**src/rtl/uart_word_assembler.sv**
```systemverilog
// uart_word_assembler: pairs received UART bytes into 16-bit display words.
// The first good byte is the high byte and the next good byte is the low byte.
// Any byte with a parity or framing error forces ERR_WORD onto the display.
// A stalled high byte is dropped after TIMEOUT_CYCLES idle cycles.
module uart_word_assembler #(
  parameter logic [15:0] BLANK_WORD     = 16'hCCCC,
  parameter logic [15:0] ERR_WORD       = 16'hEEEE,
  parameter int          TIMEOUT_CYCLES = 1000
) (
  input  logic        clk,
  input  logic        reset,
  input  logic [7:0]  rx_data,
  input  logic        rx_valid,
  input  logic        rx_perror,
  input  logic        rx_ferror,
  output logic [15:0] word,
  output logic        word_valid,
  output logic        err,
  output logic [7:0]  frame_cnt
);

  // Last counter value before the pending high byte is abandoned.
  localparam logic [15:0] TMO_LAST = 16'(TIMEOUT_CYCLES - 1);

  typedef enum logic [1:0] {
    S_HI  = 2'd0,
    S_LO  = 2'd1,
    S_ERR = 2'd2
  } state_t;

  state_t      state_q, state_d;
  logic [7:0]  hi_q, hi_d;
  logic [15:0] tmo_q, tmo_d;
  logic [15:0] word_q, word_d;
  logic        wv_q, wv_d;
  logic        err_q, err_d;
  logic [7:0]  cnt_q, cnt_d;

  logic good_byte, bad_byte, tmo_hit;

  // The error flags only mean something while the strobe is high.
  assign good_byte = rx_valid & ~rx_perror & ~rx_ferror;
  assign bad_byte  = rx_valid & (rx_perror | rx_ferror);
  assign tmo_hit   = (tmo_q == TMO_LAST);

  // State register.
  always_ff @(posedge clk) begin
    if (!reset) state_q <= S_HI;
    else        state_q <= state_d;
  end

  // Next-state logic. A byte always beats a timeout that expires in the same cycle.
  always_comb begin
    state_d = state_q;
    case (state_q)
      S_HI, S_ERR: begin
        if (bad_byte)       state_d = S_ERR;
        else if (good_byte) state_d = S_LO;
      end
      S_LO: begin
        if (bad_byte)       state_d = S_ERR;
        else if (good_byte) state_d = S_HI;
        else if (tmo_hit)   state_d = S_HI;
      end
      default: state_d = S_HI;
    endcase
  end

  // Output and datapath next values. By default the display holds its value and no pulse is made.
  always_comb begin
    hi_d   = hi_q;
    tmo_d  = 16'd0;
    word_d = word_q;
    wv_d   = 1'b0;
    err_d  = err_q;
    cnt_d  = cnt_q;
    if (bad_byte) begin
      // Show the error word and throw away any half-built word.
      word_d = ERR_WORD;
      err_d  = 1'b1;
      wv_d   = 1'b1;
      hi_d   = 8'd0;
    end else if (good_byte) begin
      if (state_q == S_LO) begin
        word_d = {hi_q, rx_data};
        wv_d   = 1'b1;
        err_d  = 1'b0;
        cnt_d  = cnt_q + 8'd1;
      end else begin
        hi_d = rx_data;
      end
    end else if (state_q == S_LO) begin
      if (tmo_hit) hi_d = 8'd0;
      else         tmo_d = tmo_q + 16'd1;
    end
  end

  // Datapath and output registers. All outputs come straight from flops.
  always_ff @(posedge clk) begin
    if (!reset) begin
      hi_q   <= 8'd0;
      tmo_q  <= 16'd0;
      word_q <= BLANK_WORD;
      wv_q   <= 1'b0;
      err_q  <= 1'b0;
      cnt_q  <= 8'd0;
    end else begin
      hi_q   <= hi_d;
      tmo_q  <= tmo_d;
      word_q <= word_d;
      wv_q   <= wv_d;
      err_q  <= err_d;
      cnt_q  <= cnt_d;
    end
  end

  assign word       = word_q;
  assign word_valid = wv_q;
  assign err        = err_q;
  assign frame_cnt  = cnt_q;

endmodule

```
**config.mk**
```make
export PLATFORM = sky130hd
export DESIGN_NAME = uart_word_assembler
export DESIGN_NICKNAME = d
export VERILOG_FILES = /design/src/rtl/uart_word_assembler.sv
export SDC_FILE = /design/constraint.sdc
export NUM_CORES = 1
export LEC_CHECK = 0
export CORE_UTILIZATION = 40
export DETAILED_ROUTE_END_ITERATION = 6
export GPL_ROUTABILITY_DRIVEN = 1
export HOLD_SLACK_MARGIN = 0.03
export PLACE_DENSITY = 0.74
export SYNTH_ARGS = -nofsm -noshare
export SYNTH_HDL_FRONTEND = slang
export SYNTH_SLANG_ARGS = --single-unit
```
**constraint.sdc**
```tcl
create_clock -name clk -period 4.2 [get_ports clk]
set_input_delay 0.84 -clock clk [delete_from_list [all_inputs] [get_ports clk]]
set_output_delay 0.84 -clock clk [all_outputs]
set_load 0.02 [all_outputs]
```
==> qor.txt, run 1 <==
Clk pin slew, worst setup/hold paths = 0.10 ns
Design Area, Final = 2659 µm²
Leak Pwr = 0.0009303 µW
Post-CTS Setup Bufs = 0
Syn-to-layout area delta = 24.05%
crit path capture = word[11]
Placer Congestion = 0.7894
DP Area = 2565 µm²
Synth area leader = dfxtp_1
area occupied by multi-input gates = 1037 µm²
fill cell count = 500
clock buffer count from CTS = 5
critical-path maximum fanout = 13
drt total wl = 3784 µm
die width = 75.20 µm
Fmax = 0.3759 GHz
GRT Total Usage = 0.1486
Die Area = 5655 µm²
Core Area = 5140 µm²
WP data arrival = 2.87 ns
Yosys warnings = 0
DR vias/cell = 5.003
largest net degree at the start of global routing = 22
Worst setup EP type = flop
CP startpoint = rx_valid
Worst setup SP type = input port
clk_skew = 0.01122 ns
number of antenna diodes = 0
Critical Path Stages = 5
post-cts resize count = 0
Post-DRT Antenna Nets = 0
top post-synthesis cells by count = dfxtp_1 (52), nor2_1 (22), mux2i_1 (17), nand2_1 (17), xnor2_1 (12)
Worst-Skew Late Latency = 0.31 ns
Slowest cell on crit path = ha_1
Max Cap Viol = 0
DR iter-0 viols = 97
WP data required = 4.41 ns
Sink Count = 52
Netlist cell types = 38
input/output buffers = 38
DR pass1 iterations = 4
Main synth FF type = dfxtp_1
R2R setup slack = 2.28 ns
Residual DRC = 0
Syn Inst Count = 211
first-pass GRT wire length = 6417 µm
Tmin final = 2.660 ns
hold path cells = 2
setup tns final = 0 ns
Setup Crit Path Kind = in2reg
syn_area_per_cell = 10.16 µm²
Slew Viols, Final = 0
Cell Pwr Density = 319.3 nW/µm²
final setup violation count = 0
fraction of registers with async set/reset = 0
nets = 265
RSZ-0062 raised after global routing = no
share of cells above drive strength 1 = 0.07600
DP HPWL = 2668 µm
CP max stage delay = 0.71 ns
number of synthesized flops with an enable pin = 0
Top delay family on crit path = adder cells
Vias = 1601
Slew @ Worst Pin = 0.7486 ns
Seq/Total Area, Yosys = 0.4857
H-tree depth = 2
Worst R2R Start = state_q[0]
DR WL/cell = 11.83 µm
worst r2r dst = word[11]
worst vdd ir = 0.1195 mV
gr ovfl total = 0
Site Rows = 26
initial antenna violation count = 0
fin crit share = 0.6333
chip height = 75.20 µm
Synth top area share = 0.4857
Fin. Hold Viols = 0
Slew headroom = 0.5009
Crit path buffers/inverters = 1
count leader, synth = dfxtp_1
Clock Path Buffers = 2
r2r worst-path depth = 4
status = finished, final reports clean
Synth area leaders = dfxtp_1 (49%), mux2i_1 (7.9%), xnor2_1 (4.9%)
Synth Cell Area = 2143 µm²
Yosys reg bits = 52
Root Buffer = clkbuf_8
cts-stage hold buffer count = 0
worst hold path class = reg2reg
IO Count = 39
CTS tree = done
CP cell instances = clkdlybuf4s50_1, nor3b_4, ha_1, mux2i_1, nand2_1
FF+latch area = 1041 µm²
Synth Net Count = 227
starting density of the core = 0.4170
vias in the first global route = 1402
## worst register-to-register path: cells and delay by family (launching register included)
family | cells | cell delay (ns)
fa+ha+maj | 1 | 0.72
simple gates | 2 | 0.46
flops | 1 | 0.36
mux | 1 | 0.28
## through the flow
step	power, µW	std cells	util	hold WS (ns)	worst slack, ns
finish	848.9	320	0.5173	0.4717	1.540
global route	886.2	320	0.5173	0.5101	1.428
CTS	862.1	320	0.5173	0.4752	1.533
detailed placement	570.2	312	0.4990	0.4574	1.228
global placement	569.6	312	0.4990	0.4513	1.318
floorplan	543.2	211	-	0.4415	2.061
## worst min-delay path by stage
| stage | from | end | slack, ns |
|---|---|---|---|
| finish | err | err | 0.47 |
| global route | hi_q[1] | hi_q[1] | 0.51 |
| CTS | err | err | 0.48 |
| detailed placement | word[3] | word[3] | 0.46 |
| global placement | hi_q[3] | word[11] | 0.45 |
| floorplan | hi_q[1] | hi_q[1] | 0.44 |
## power breakdown
group	switching, µW	internal [µW]	leakage (µW)	total, µW
sequential	3.57	499	0.000421	503
clock	169	122	0.0000452	291
combinational	27.3	28.4	0.000464	55.7
total	200	649	0.000930	849
## final cells by class
type / count / share of cell area
inverters: 5 / 0.007059
clock buffers: 5 / 0.02588
clock inverters: 3 / 0.009412
multi-input cells: 147 / 0.3901
well taps: 70 / 0.03294
flip-flops and latches: 52 / 0.3915
repair buffers: 38 / 0.1431
## placed cells by master (no fill, tap or decap), drive strengths merged
| master | instances |
|---|---|
| clkinvlp | 1 |
| or2 | 1 |
| a22o | 8 |
| nor4bb | 1 |
| mux2i | 17 |
| o31ai | 2 |
| and4 | 1 |
| nand4b | 1 |
| o2bb2ai | 1 |
| nand2 | 17 |
| nor3 | 4 |
| xnor2 | 12 |
| xor2 | 7 |
| nor2b | 1 |
| nand3b | 1 |
| and3 | 1 |
| o211ai | 2 |
| nor4b | 1 |
| nand3 | 10 |
| nand2b | 2 |
| a21boi | 7 |
| and2b | 1 |
| nor4 | 7 |
| and2 | 6 |
| inv | 7 |
| o21ai | 1 |
| nor2 | 22 |
| dfxtp | 52 |
| nand4 | 8 |
| clkdlybuf4s50 | 38 |
| clkbuf | 5 |
| ha | 3 |
| nor3b | 2 |
## state kept, by name, summed over array words and instances, names as in the netlist
register    cells
err             1
frame_cnt       8
hi_q            8
state_q         2
tmo_q          16
word           16
word_valid      1
## logic make-up after synthesis
group	after synthesis	share of synthesized area
buffers and inverters	12	0.03035
AO/OA/AOI/OAI	21	0.08231
XOR/XNOR	19	0.07764
adder cells (fa/ha/maj)	3	0.01752
AND/OR/NAND/NOR	87	0.2271
flip-flops	52	0.4857
multiplexers	17	0.07939
## per-layer routing
metal | global-route usage | up-vias | share of wire
li1 | - | 819 | -
met1 | 0.1919 | 746 | 0.48
met2 | 0.2382 | 31 | 0.46
met3 | 0.04418 | 5 | 0.045
met4 | 0.04938 | 0 | 0.014
met5 | 0 | - | 0
No activity file was read; power rests on OpenSTA's default activity.
==> inputs of run 2 (changes only) <==
--- a/config.mk
+++ b/config.mk
@@ -9,7 +9,7 @@
 export DETAILED_ROUTE_END_ITERATION = 6
 export GPL_ROUTABILITY_DRIVEN = 1
 export HOLD_SLACK_MARGIN = 0.03
-export PLACE_DENSITY = 0.74
+export PLACE_DENSITY = 0.76
 export SYNTH_ARGS = -nofsm -noshare
 export SYNTH_HDL_FRONTEND = slang
 export SYNTH_SLANG_ARGS = --single-unit
==> constraint.sdc (replaced) <==
create_clock -name clk -period 2.4 [get_ports clk]
set_input_delay 0.48 -clock clk [delete_from_list [all_inputs] [get_ports clk]]
set_output_delay 0.48 -clock clk [all_outputs]
set_load 0.02 [all_outputs]
==> run 2 against run 1 <==
Net effect: sequential power rose by 75%; cell area rose by 3.2%; routed wire length rose by 3.3%; worst hold slack got worse by 0.0059 ns; final cell count rose by 1.3%; clock power rose by 130%; clock skew fell by 0.0019 ns; worst setup slack got worse by 1.0 ns; utilization rose by 1.7 points; die area did not move; first-iteration DRC count fell by 32%; register-to-register slack got worse by 1.7 ns; largest cell class unchanged; largest power group unchanged.
==> qor.txt, run 2 (synthesized netlist as in run 1, its figures left out) <==
Vias = 1611
CP max stage delay = 0.65 ns
input/output buffers = 38
Fmax = 0.5315 GHz
critical-path maximum fanout = 6
chip height = 75.20 µm
initial antenna violation count = 0
Die Area = 5655 µm²
Post-CTS Setup Bufs = 0
CP startpoint = frame_cnt[3]
Crit path buffers/inverters = 1
DR iter-0 viols = 66
Leak Pwr = 0.0009764 µW
WP data arrival = 1.40 ns
drt total wl = 3910 µm
DP Area = 2615 µm²
DR WL/cell = 12.07 µm
Tmin final = 1.882 ns
RSZ-0062 raised after global routing = no
Slew Viols, Final = 0
worst vdd ir = 0.2357 mV
Root Buffer = clkbuf_8
Syn-to-layout area delta = 28.02%
clk_skew = 0.009291 ns
DR pass1 iterations = 4
largest net degree at the start of global routing = 18
Worst-Skew Late Latency = 0.30 ns
most frequent cells in the layout = dfxtp_1 (52), clkdlybuf4s50_1 (38), nor2_1 (22)
Core Area = 5140 µm²
starting density of the core = 0.4170
DP HPWL = 2839 µm
most common cell after layout, fill and taps aside = dfxtp_1
number of antenna diodes = 0
CTS tree = done
Critical Path Stages = 1
Placer Congestion = 0.7912
worst r2r dst = hi_q[5]
nets = 270
Setup Crit Path Kind = reg2out
Site Rows = 26
die width = 75.20 µm
Post-DRT Antenna Nets = 0
CP cell instances = clkdlybuf4s50_1
Slew headroom = 0.7270
Design Area, Final = 2744 µm²
cts-stage hold buffer count = 0
Worst setup EP type = output pin
status = finished, final reports clean
share of cells above drive strength 1 = 0.09055
R2R setup slack = 0.63 ns
crit path capture = frame_cnt[3]
fin crit share = 0.7840
Slew @ Worst Pin = 0.4086 ns
DR vias/cell = 4.972
clock buffer count from CTS = 5
Residual DRC = 0
r2r worst-path depth = 5
Top delay family on crit path = buffers and inverters
final setup violation count = 0
Worst setup SP type = flop
first-pass GRT wire length = 6513 µm
gr ovfl total = 0
Worst R2R Start = tmo_q[0]
GRT Total Usage = 0.1498
post-cts resize count = 0
setup tns final = 0 ns
IO Count = 39
H-tree depth = 2
Slowest cell on crit path = clkdlybuf4s50_1
WP data required = 1.92 ns
Clk pin slew, worst setup/hold paths = 0.09 ns
Util after Layout = 0.5338
Sink Count = 52
Clock Path Buffers = 2
Cell Pwr Density = 605.3 nW/µm²
Max Cap Viol = 0
vias in the first global route = 1470
Fin. Hold Viols = 0
Min Hold Slack = 0.4658 ns
worst hold path class = reg2reg
run 2: changes by cell type in the layout (fill, tap and decap cells not counted), sizes merged:
| cell | delta |
|---|---|
| inv | -2 |
| buf | +5 |
| clkinvlp | -1 |
| bufinv | +2 |
run 2: worst min-delay path by stage:
stage	from	endpoint	slack [ns]	depth (start not counted)
after floorplan	hi_q[1]	hi_q[1]	0.44	1
after global placement	err	err	0.45	2
after detailed placement	word[3]	word[3]	0.46	2
after CTS	err	err	0.47	2
after global routing	err	err	0.49	2
final	err	err	0.47	2
run 2: through the flow:
| step | cells | setup WS (ns) | power [µW] |
|---|---|---|---|
| after floorplan | 211 | 0.6208 | 950.6 |
| after global placement | 317 | 0.2940 | 1002 |
| after detailed placement | 317 | 0.2594 | 1003 |
| after CTS | 324 | 0.5140 | 1681 |
| after global routing | 324 | 0.4372 | 1729 |
| final | 324 | 0.5185 | 1661 |
run 2: power breakdown:
part	leakage (µW)	switching (µW)	total (µW)	internal, µW
clock	0.0000642	269	679	410
combinational	0.000491	48.6	102	53.4
sequential	0.000421	6.23	879	873
run 2: area by class of cell:
type                    count  area (µm²)
repair buffers             43       430.4
fillers                   481        2396
clock inverters             2       60.06
inverters                   5       18.77
multi-input cells         147        1037
flip-flops and latches     52        1041
clock buffers               5       68.82
well taps                  70       87.58
run 2: layer usage:
layer	up-vias	global-route usage	part of all wire
met3	6	0.04016	0.039
met4	0	0.05556	0.014
met5	-	0	0
met1	752	0.1807	0.49
met2	30	0.2563	0.46
li1	823	-	-
==> inputs of run 3 (changes only) <==
==> constraint.sdc (replaced) <==
create_clock -name clk -period 1.6 [get_ports clk]
set_input_delay 0.32 -clock clk [delete_from_list [all_inputs] [get_ports clk]]
set_output_delay 0.32 -clock clk [all_outputs]
set_load 0.02 [all_outputs]
==> run 3 against run 2 <==
Net effect: power grew 43%; clock power grew 30%; sequential share of layout area shrank 2.6 points; first-iteration DRC count shrank 32%; highest routed layer unchanged; critical path depth is the same; critical endpoint is now word[6]; sequential cell count is the same.
==> qor.txt, run 3 (synthesized netlist as in run 1, its figures left out) <==
total power = 2374 µW
Post-DRT Antenna Nets = 0
die width = 75.20 µm
vias in the first global route = 1640
H-tree depth = 2
chip height = 75.20 µm
Tmin final = 1.553 ns
hold path cells = 2
Fmax = 0.6438 GHz
status = finished, final reports clean
Worst setup SP type = flop
Slowest cell on crit path = clkdlybuf4s50_1
DR pass1 iterations = 4
Sink Count = 52
Top Usage Layer GRT = met2
Site Rows = 26
WHS Endpoint = err
Slew Viols, Final = 0
Clk pin slew, worst setup/hold paths = 0.09 ns
Worst-Skew Late Latency = 0.30 ns
DR WL/cell = 12.91 µm
IO Count = 39
GRT Total Usage = 0.1716
WP data arrival = 1.23 ns
initial antenna violation count = 0
r2r worst-path depth = 5
Syn-to-layout area delta = 37.59%
Vias = 1731
clock buffer count from CTS = 5
clk_skew = 0.009080 ns
Slew @ Worst Pin = 0.3646 ns
CTS tree = done
Top delay family on crit path = buffers and inverters
R2R setup slack = 0.08 ns
Root Buffer = clkbuf_8
DP Area = 2765 µm²
share of cells above drive strength 1 = 0.1795
Cell Pwr Density = 805.1 nW/µm²
CP max stage delay = 0.60 ns
drt total wl = 4429 µm
fin crit share = 0.9709
worst vdd ir = 0.3635 mV
gr ovfl total = 0
input/output buffers = 38
Util after Layout = 0.5738
DR iter-0 viols = 45
Residual DRC = 0
most common cell after layout, fill and taps aside = dfxtp_1
starting density of the core = 0.4170
Worst setup EP type = output pin
nets = 288
Placer Congestion = 0.8760
worst hold path class = reg2reg
Fin. Hold Viols = 0
Crit path buffers/inverters = 1
Setup Crit Path Kind = reg2out
grt met2 use = 0.2983
Design Area, Final = 2949 µm²
worst r2r dst = hi_q[1]
DP HPWL = 3174 µm
Clock Path Buffers = 2
Worst R2R Start = tmo_q[2]
first-pass GRT wire length = 7410 µm
met3 GRT Util = 0.04418
DR vias/cell = 5.047
Leak Pwr = 0.001262 µW
fill cell count = 462
CP cell instances = clkdlybuf4s50_1
number of antenna diodes = 0
Max Cap Viol = 0
most frequent cells in the layout = dfxtp_1 (50), nor2_1 (22), buf_4 (21)
final setup violation count = 0
critical-path maximum fanout = 2
Slew headroom = 0.7547
Die Area = 5655 µm²
M1 GR Usage = 0.2115
largest net degree at the start of global routing = 18
Hold Crit Start = err
Core Area = 5140 µm²
Post-CTS Setup Bufs = 0
WP data required = 1.28 ns
run 3: cell count changes in the layout (fill, tap and decap cells not counted), moves of 2 or more:
cell | before | now
nor4_1 | 7 | 5
dfxtp_2 | 0 | 2
dlygate4sd2_1 | 0 | 9
clkdlybuf4s50_1 | 38 | 13
dlymetal6s2s_1 | 0 | 16
dfxtp_1 | 52 | 50
buf_4 | 4 | 21
run 3: final cells by class:
type | count | area, µm² | area share
multi-input cells | 147 | 1081 | 0.3666
flip-flops and latches | 52 | 1044 | 0.3538
repair buffers | 61 | 606.8 | 0.2058
well taps | 70 | 87.58 | 0.02970
clock buffers | 5 | 68.82 | 0.02333
clock inverters | 3 | 42.54 | 0.01443
inverters | 5 | 18.77 | 0.006364
run 3: stage by stage:
step           instances  hold WS [ns]  worst slack, ns  setup TNS [ns]
3_5_place_dp         335        0.4572          -0.2928          -7.087
3_3_place_gp         335        0.4510          -0.3061          -6.269
2_1_floorplan        211        0.4415          0.04557               0
6_report             343        0.4720          0.04664               0
4_1_cts              343        0.4830         0.001655               0
5_1_grt              343        0.4942         -0.01746        -0.01746
run 3: timing repair:
| item | 4_1_cts | 5_1_grt |
|---|---|---|
| gates cloned | 0 | 0 |
| hold buffers | 0 | 0 |
| pin swaps | 1 | 3 |
| resized for setup | 10 | 23 |
| setup endpoints to repair | 17 | 48 |
run 3: layer usage:
metal / share of wire / wire length, µm / vias to the layer above
li1: - / - / 861
met1: 0.46 / 2017 / 831
met2: 0.49 / 2179 / 30
met3: 0.036 / 161 / 9
met4: 0.016 / 70 / 0
met5: 0 / 0 / -
run 3: worst max-delay path by stage:
| stage | start | end | slack (ns) | cells after the start |
|---|---|---|---|---|
| 2_1_floorplan | tmo_q[0] | state_q[0] | 0.05 | 6 |
| 3_3_place_gp | rx_ferror | frame_cnt[7] | -0.31 | 5 |
| 3_5_place_dp | rx_ferror | frame_cnt[7] | -0.29 | 5 |
| 4_1_cts | tmo_q[0] | hi_q[1] | 0.002 | 6 |
| 5_1_grt | tmo_q[2] | hi_q[1] | -0.02 | 5 |
| 6_report | word[6] | word[6] | 0.05 | 1 |
run 3: power breakdown:
group,switching [µW],leakage (µW),internal [µW]
Combinational,80.0,0.000786,90.4
Sequential,9.26,0.000422,1310
Clock,422,0.0000541,463
run 3: tightest hold or removal path: stages, from the launching register on:
cell and delay (ns):
dfxtp_1 0.32, nand2_1 0.05, a21boi_0 0.06
